File: config.mk
export PLATFORM = sky130hd
export DESIGN_NAME = trng_event_gen
export DESIGN_NICKNAME = d
export VERILOG_FILES = /design/src/rtl/trng_event_gen.sv
export SDC_FILE = /design/constraint.sdc
export NUM_CORES = 1
export LEC_CHECK = 0
export ABC_CLOCK_PERIOD_IN_PS = 4000
export CAP_MARGIN = 10
export CORE_MARGIN = 2
export CORE_UTILIZATION = 23
export CTS_CLUSTER_DIAMETER = 150
export DETAILED_ROUTE_END_ITERATION = 7
export HOLD_SLACK_MARGIN = 0.03
export PLACE_DENSITY_LB_ADDON = 0.12
export SLEW_MARGIN = 20
export SYNTH_ARGS = -nofsm -noshare
export SYNTH_HDL_FRONTEND = slang
export SYNTH_SLANG_ARGS = --single-unit
File: constraint.sdc
create_clock -name clk -period 4 [get_ports clk]
set_input_delay 0.6 -clock clk [delete_from_list [all_inputs] [get_ports clk]]
set_output_delay 0.6 -clock clk [all_outputs]
set_load 0.02 [all_outputs]
File: src/rtl/trng_event_gen.sv
// -----------------------------------------------------------------------------
// trng_event_gen
//
// Collects qualified noise-source bits into an entropy holding register (EHR),
// runs a repetition-count health test and an inactivity watchdog on the bit
// stream, and reports status as single-cycle event pulses for the interrupt
// status stage.
//
// Ports
//   clk          in   clock, all state updates on the rising edge
//   rst_n        in   asynchronous active-low reset
//   enable       in   level, 1 = collection and health tests run
//   rnd_bit_vld  in   qualifies rnd_bit this cycle
//   rnd_bit      in   sampled noise-source bit
//   ehr_read_1p  in   pulse, software has consumed ehr_data
//   rep_thresh   in   [5:0] repetition-count limit, 0 disables the test
//   wdog_limit   in   [15:0] watchdog limit in clk cycles, 0 disables it
//   ehr_data     out  [EHR_W-1:0] collected bits, first bit in bit 0
//   ehr_valid    out  1 while ehr_data holds a complete sample
//   events_1p    out  [VEC_W-1:0] registered one-cycle event pulses:
//                     [0] EHR_VALID, [1] REP_ERR, [2] WDOG, [3] OVERRUN
// -----------------------------------------------------------------------------
module trng_event_gen #(
  parameter int EHR_W = 192,
  parameter int VEC_W = 4
) (
  input  logic             clk,
  input  logic             rst_n,
  input  logic             enable,
  input  logic             rnd_bit_vld,
  input  logic             rnd_bit,
  input  logic             ehr_read_1p,
  input  logic [5:0]       rep_thresh,
  input  logic [15:0]      wdog_limit,
  output logic [EHR_W-1:0] ehr_data,
  output logic             ehr_valid,
  output logic [VEC_W-1:0] events_1p
);

  localparam int         IDX_W    = $clog2(EHR_W);
  localparam logic [7:0] FULL_CNT = 8'(EHR_W);

  localparam int EV_VALID   = 0;
  localparam int EV_REP_ERR = 1;
  localparam int EV_WDOG    = 2;
  localparam int EV_OVERRUN = 3;

  typedef enum logic [1:0] {
    ST_IDLE    = 2'd0,
    ST_COLLECT = 2'd1,
    ST_FULL    = 2'd2
  } state_e;

  state_e             state_q,     state_d;
  logic [EHR_W-1:0]   ehr_data_q,  ehr_data_d;
  logic               ehr_valid_q, ehr_valid_d;
  logic [7:0]         bit_cnt_q,   bit_cnt_d;
  logic [5:0]         rep_cnt_q,   rep_cnt_d;
  logic               prev_bit_q,  prev_bit_d;
  logic [15:0]        wdog_cnt_q,  wdog_cnt_d;
  logic [VEC_W-1:0]   events_q,    events_d;
  logic [5:0]         rep_next;

  // NOTE: every variable assigned in this block receives a default first, so
  // no path through the case/if structure can leave one unassigned and infer a
  // latch.
  always_comb begin
    state_d     = state_q;
    ehr_data_d  = ehr_data_q;
    ehr_valid_d = ehr_valid_q;
    bit_cnt_d   = bit_cnt_q;
    rep_cnt_d   = rep_cnt_q;
    prev_bit_d  = prev_bit_q;
    wdog_cnt_d  = wdog_cnt_q;
    events_d    = '0;
    rep_next    = rep_cnt_q;

    if (!enable) begin
      // Dropping enable wins over everything. ehr_data is deliberately kept so
      // software can still read the last sample.
      state_d     = ST_IDLE;
      ehr_valid_d = 1'b0;
      bit_cnt_d   = '0;
      rep_cnt_d   = '0;
      wdog_cnt_d  = '0;
    end else begin
      // ---------------- collection state machine ----------------
      unique case (state_q)
        ST_IDLE: begin
          state_d = ST_COLLECT;
        end

        ST_COLLECT: begin
          // ehr_read_1p has no effect here: there is no complete sample yet.
          if (rnd_bit_vld) begin
            ehr_data_d[bit_cnt_q[IDX_W-1:0]] = rnd_bit;
            bit_cnt_d = bit_cnt_q + 8'd1;
            if (bit_cnt_d == FULL_CNT) begin
              state_d            = ST_FULL;
              ehr_valid_d        = 1'b1;
              events_d[EV_VALID] = 1'b1;
            end
          end
        end

        ST_FULL: begin
          if (ehr_read_1p) begin
            // The read frees the register in the same cycle, so a coincident
            // bit starts the next sample rather than counting as an overrun.
            state_d     = ST_COLLECT;
            ehr_valid_d = 1'b0;
            bit_cnt_d   = '0;
            if (rnd_bit_vld) begin
              ehr_data_d[0] = rnd_bit;
              bit_cnt_d     = 8'd1;
            end
          end else if (rnd_bit_vld) begin
            events_d[EV_OVERRUN] = 1'b1;
          end
        end

        default: begin
          state_d = ST_IDLE;
        end
      endcase

      // ---------------- health tests (outside IDLE only) ----------------
      if (state_q != ST_IDLE) begin
        if (rnd_bit_vld) begin
          // rep_cnt_q == 0 marks "no previous bit since leaving IDLE".
          if ((rep_cnt_q == 6'd0) || (rnd_bit != prev_bit_q)) begin
            rep_next = 6'd1;
          end else if (rep_cnt_q == 6'd63) begin
            rep_next = 6'd63;
          end else begin
            rep_next = rep_cnt_q + 6'd1;
          end

          if ((rep_thresh != 6'd0) && (rep_next == rep_thresh)) begin
            events_d[EV_REP_ERR] = 1'b1;
            rep_next             = 6'd1;
          end

          rep_cnt_d  = rep_next;
          prev_bit_d = rnd_bit;
          wdog_cnt_d = '0;
        end else begin
          wdog_cnt_d = wdog_cnt_q + 16'd1;
          if ((wdog_limit != 16'd0) && (wdog_cnt_d == wdog_limit)) begin
            events_d[EV_WDOG] = 1'b1;
            wdog_cnt_d        = '0;
          end
        end
      end
    end
  end

  // NOTE: ehr_data is an ordinary register rather than a RAM, so it takes the
  // asynchronous reset like the rest of the state and reads back as zero after
  // reset.
  always_ff @(posedge clk or negedge rst_n) begin
    if (!rst_n) begin
      state_q     <= ST_IDLE;
      ehr_data_q  <= '0;
      ehr_valid_q <= 1'b0;
      bit_cnt_q   <= '0;
      rep_cnt_q   <= '0;
      prev_bit_q  <= 1'b0;
      wdog_cnt_q  <= '0;
      events_q    <= '0;
    end else begin
      // NOTE: non-blocking assignments here make every flop sample the
      // pre-edge value of the *_d signals, independent of statement order.
      state_q     <= state_d;
      ehr_data_q  <= ehr_data_d;
      ehr_valid_q <= ehr_valid_d;
      bit_cnt_q   <= bit_cnt_d;
      rep_cnt_q   <= rep_cnt_d;
      prev_bit_q  <= prev_bit_d;
      wdog_cnt_q  <= wdog_cnt_d;
      events_q    <= events_d;
    end
  end

  assign ehr_data  = ehr_data_q;
  assign ehr_valid = ehr_valid_q;
  assign events_1p = events_q;

endmodule

After elaboration in Yosys (flattened, before gate mapping)
Index checks and enable logic that the tools add are counted.

storage, ports and cells
  register bits = 230
  input port bits = 28
  output and inout bits = 197
  word-level logic and storage cells = 94

cells by class
  add/sub/neg operators = 3
  magnitude comparators = 2
  equality and inequality tests = 16
  multiplexer cells = 47
  reduce and logical (&&, ||, !) cells = 17

operators by type and width
  kind                                                               number
  bitwise mux 192 bit                                                1
  two-way mux 16 bit                                                 4
  two-way mux 6 bit                                                  9
  two-way mux 8 bit                                                  3
  two-way mux 1 bit                                                  19
  adder 16 x 1 -> 16 bit, second input constant                      1
  == test 16 bit                                                     1
  one-hot mux 8 bit (2 select lines)                                 1
  nonzero test 16 bit                                                1
  AND reduction 3 bit                                                4
  two-way mux 2 bit                                                  5
  < comparator 8 x 9 -> 1 bit, second input constant                 1
  != test 3 bit, second input constant                               3
  adder 8 x 1 -> 8 bit, second input constant                        1
  demux 1 bit (select 8 bit)                                         1
  == test 8 bit, second input constant                               1
  greater-or-equal comparator 8 x 1 -> 1 bit, second input constant  1
  adder 6 x 1 -> 6 bit, second input constant                        1
  == test 6 bit                                                      1
  == test 6 bit, second input constant                               1
  logical NOT 6 bit                                                  1
  != test 2 bit, second input constant                               3
  one-hot mux 2 bit (3 select lines)                                 1
  nonzero test 6 bit                                                 1
  14 further kinds                                                   19

Longest topological paths before layout
  depth in word-level cells = 12
  mapped depth = 10
  depth with buffers taken out = 9

Least setup slack after synthesis
Ideal clock, no wire load.

  kind = reg-to-reg
  start point = register wdog_cnt_q[0]
  end point = register wdog_cnt_q[10]
  setup time = 0.128 ns
  arrival time = 2.193 ns
  required time = 3.872 ns
  path slack = 1.679 ns
  cell stages (with the launch flop) = 11
  buffers on the path = 2
  clock period less this slack = 2.321 ns
  cells stage by stage = dfrtp_1 ha_1 clkbuf_2 nand4_1 or3_2 xnor2_1 a211oi_2 nand4b_4 buf_6 a31oi_1 o22ai_1

on the way
  cells in the longest elaborated chain, start to end = 7

RTL lines
  item                        line  source
  start, declared             60    logic [15:0] wdog_cnt_q, wdog_cnt_d;
  start signal, assigned      180   wdog_cnt_q <= wdog_cnt_d;
  adder 16 x 1 -> 16 bit (*)  148   wdog_cnt_d = wdog_cnt_q + 16'd1;
  == test 16 bit              149   if ((wdog_limit != 16'd0) && (wdog_cnt_d == wdog_limit)) begin
  logical AND 1 bit           149
  two-way mux 16 bit (*)      149
  two-way mux 16 bit (*)      129   if (rnd_bit_vld) begin
  two-way mux 16 bit (*)      128   if (state_q != ST_IDLE) begin
  two-way mux 16 bit (*)      78    if (!enable) begin

Every way passes the cells marked *; elsewhere a longest branch is shown, timed or not. The select of a mux whose other input is x is not followed.
A chain may end at the register's enable or synchronous reset.

Final worst setup path
  start point = register rep_cnt_q[0]
  end point = register rep_cnt_q[3]

on the way
  cells in the longest elaborated chain, start to end = 12
  elaborated cells on any way between the ends = 15
  those cells by class = add/sub: 1; eq/ne: 2; mux: 9; reduce/logical: 3

RTL lines
  item                                                          line      source
  start, declared                                               58        logic [5:0] rep_cnt_q, rep_cnt_d;
  start signal, assigned                                        178       rep_cnt_q <= rep_cnt_d;
  adder 6 x 1 -> 6 bit, or another cell as far along            136       rep_next = rep_cnt_q + 6'd1;
  two-way mux 6 bit / logical OR 1 bit (equally long branches)  133, 131
  two-way mux 6 bit (*)                                         131       if ((rep_cnt_q == 6'd0) || (rnd_bit != prev_bit_q)) begin
  two-way mux 6 bit (*)                                         129
  two-way mux 6 bit (*)                                         128
  two-way mux 6 bit (*)                                         78
  == test 6 bit                                                 139       if ((rep_thresh != 6'd0) && (rep_next == rep_thresh)) begin
  logical AND 1 bit                                             139
  two-way mux 6 bit (*)                                         139
  two-way mux 6 bit (*)                                         129
  two-way mux 6 bit (*)                                         128
  two-way mux 6 bit (*)                                         78

Marked as above.

==> flow_summary.toml <==
[run_status]
status = "complete, no violations"

[worst_setup_path]
critPathKind = "flop to flop"
path_buf_inv = 0
endpoint_kind = "flop"
slowest_stage = "dfrtp_1"
crit_chain = "ha_1 -> nand3_1 -> o21ai_0 -> o32ai_1 -> o2111ai_1 -> a22oi_2 -> a21oi_1 -> a221o_1"
crit_path_max_incr_delay_ns = 0.45
crit_fanout = 8
cpLargestDelayFamily = "compound AO/OA/AOI/OAI gates"
reg2reg_from = "rep_cnt_q[0]"
worstSetupStartpoint = "rep_cnt_q[0]"
timing.critical_path.depth = 8
worstPathArrival_ns = 3.13
start_kind = "flop"
reg2regPathDepth = 8
critPathRequiredTime_ns = 4.43

[synthesis]
syn_inst = 1023
avgSynthCellArea_um2 = 10.85
synthesis.nets = 1058
synth_area_mm2 = 0.01110
synth_top_cell_area_share_pct = 51.87
ys_seq_elements = 230
synth_async_sr_flop_share_pct = 100.0
synthTopCellsByArea = "dfrtp_1 52%, mux2_2 20%, nand2_1 7.8%"
synth_area_leader_cell = "dfrtp_1"
ys_warn_count = 0
synth_cell_types = 71
ys.flop_type = "dfrtp_1"
synth_edf_count = 0
ys_seq_area_share_pct = 51.87

[die]
initial_core_util_pct = 23.29
io_pins = 225
rows = 80
fp.dieArea_mm2 = 0.05001
dieWidth_um = 223.6
core_mm2 = 0.04765
die_h_um = 223.6

[grt]
antenna_found_initial = 0
grt_pass1_vias = 8741
grt_overflow_total = 0
grt_max_degree = 80
grt_first_pass_wirelength_um = 59660
grt.total_usage_pct = 15.82

[detailed_routing]
wl_per_cell_um = 21.28
wirelength_um = 40010
post-route-drc-count = 0
ant_nets = 0
vias = 8457
drt_first_pass_iters = 6
drt-initial-drc-count = 462
via_per_inst = 4.498

[sta]
fin_crit_sh_pct = 67.49
setup_viol = 0
fmax_mhz = 370.4
tightest_slew_ns = 0.7517
drv_slew = 0
rsz0062_at_grt = "false"
finClkSkew_ns = 0.02051
final_hold_viol_count = 0
min_period_ns = 2.700
fin_tns_setup_ns = 0
slew_headroom_pct = 49.88

[clock_tree]
cts_hold_buf = 0
clkSinkCount = 230
post-cts-setup-buffers = 0
cts_htree_levels = 1
cts.repair.resized = 0
numCtsBuffers = 29
cts_tree = "yes"
clkTransAtPathRegs_ns = 0.06
clk_latency_ns = 0.56
root_buffer = "clkbuf_16"
clk_path_buf_depth = 3

[final_layout]
layout_commonest_cell = "nand2_1"
final_layout_size_suffix_gt1_share_pct = 26.01
n_antenna_cell = 0
nets = 1278
layout.cells.most_common_list = "232 x nand2_1, 230 x dfrtp_1, 222 x clkdlybuf4s50_1, 194 x mux2_2, 38 x buf_4"
area_delta_synth_final_pct = 36.81

[power_and_ir_drop]
power.total_mw = 5.268
power_density_mw_per_mm2 = 347.0
p_leak_nw = 6.554
vdd_ir_drop_max_mv = 0.3615

[place]
routabilityCongestion = 0.7952
hpwl_um = 27180
io_buffers = 224

[run]
max_cap_violations = 0

[worst_hold_path]
hold_class = "input pin to asynchronous set/reset pin"
-- layer usage --
metal	part of all wire, %	global-route usage, %	vias to the layer above
met5	0	0	-
met4	1.5	3.161	0
met3	7.6	5.102	42
met2	48	26.67	196
met1	43	19.86	4223
li1	-	-	3996
-- cells by family after synthesis --
kind of cell             share of synthesized area, %
AND/OR/NAND/NOR                                 15.71
flip-flops                                      51.87
multiplexers                                    19.78
AO/OA/AOI/OAI                                   6.180
buffers and inverters                           3.383
XOR/XNOR                                        2.289
adder cells (fa/ha/maj)                        0.7893
-- synth_stat cells, types with 3 or more instances --
master / instances
a211oi_1: 5
a21oi_1: 12
a221o_1: 3
a22o_1: 4
a31oi_1: 14
and2_1: 5
and3_1: 4
and4_1: 6
buf_2: 16
clkbuf_1: 55
dfrtp_1: 230
ha_1: 7
inv_1: 15
mux2_2: 194
nand2_1: 232
nand2b_1: 10
nand3_1: 19
nand4_1: 12
nor2_1: 34
nor2b_1: 4
nor3_1: 18
nor3b_1: 4
nor4_1: 6
o2111ai_1: 3
o21a_1: 3
o21ai_0: 17
o22ai_1: 7
or3_2: 3
xnor2_1: 12
xor2_1: 17
-- through the flow --
step                      hold slack, ns  worst slack [ns]  std cells  util [%]  cell area [um2]
after floorplan                   0.3044             1.679       1023         -            11100
after global placement            0.4873            0.8510       1827     29.84            14220
after detailed placement          0.4940            0.6840       1827     29.84            14220
after CTS                        0.04265             1.277       1880     31.86            15180
after global routing             0.04693             1.023       1880     31.86            15180
final                            0.02750             1.300       1880     31.86            15180
-- path summary, 6_finish.rpt --
path | end | slack (ns)
max | rep_cnt_q[3] | 1.30
min | events_1p[1] | 0.03
max reg2reg | rep_cnt_q[3] | 1.30
min reg2reg | ehr_data[49] | 0.50
max in group asynchronous | ehr_data[163] | 3.05
min in group clk | ehr_data[49] | 0.50
-- worst register-to-register path: stages (launching register included) --
cell	delay, ns
dfrtp_1	0.45
ha_1	0.30
nand3_1	0.23
o21ai_0	0.17
o32ai_1	0.38
o2111ai_1	0.17
a22oi_2	0.34
a21oi_1	0.22
a221o_1	0.33
-- state kept, by name, indices dropped and copies added (netlist names) --
name and count:
bit_cnt_q 8, ehr_data 192, ehr_valid 1, events_1p 4
prev_bit_q 1, rep_cnt_q 6, state_q 2, wdog_cnt_q 16
-- power by group --
| group | switching, mW | leakage (nW) | internal, mW | total [mW] |
|---|---|---|---|---|
| Combinational | 0.168 | 2.87 | 0.0849 | 0.253 |
| Clock | 1.06 | 0.478 | 1.60 | 2.66 |
| Sequential | 0.0136 | 3.20 | 2.34 | 2.35 |
| Total | 1.24 | 6.55 | 4.02 | 5.27 |
-- cell type report --
cell class,count,area [um2]
multi-input cells,702,5044
clock buffers,43,858.3
inverters,15,56.30
clock inverters,10,102.6
repair buffers,265,2594
well taps,615,769.5
fillers,4930,32470
flip-flops and latches,230,5756
Power figures use the tool's default switching activity.
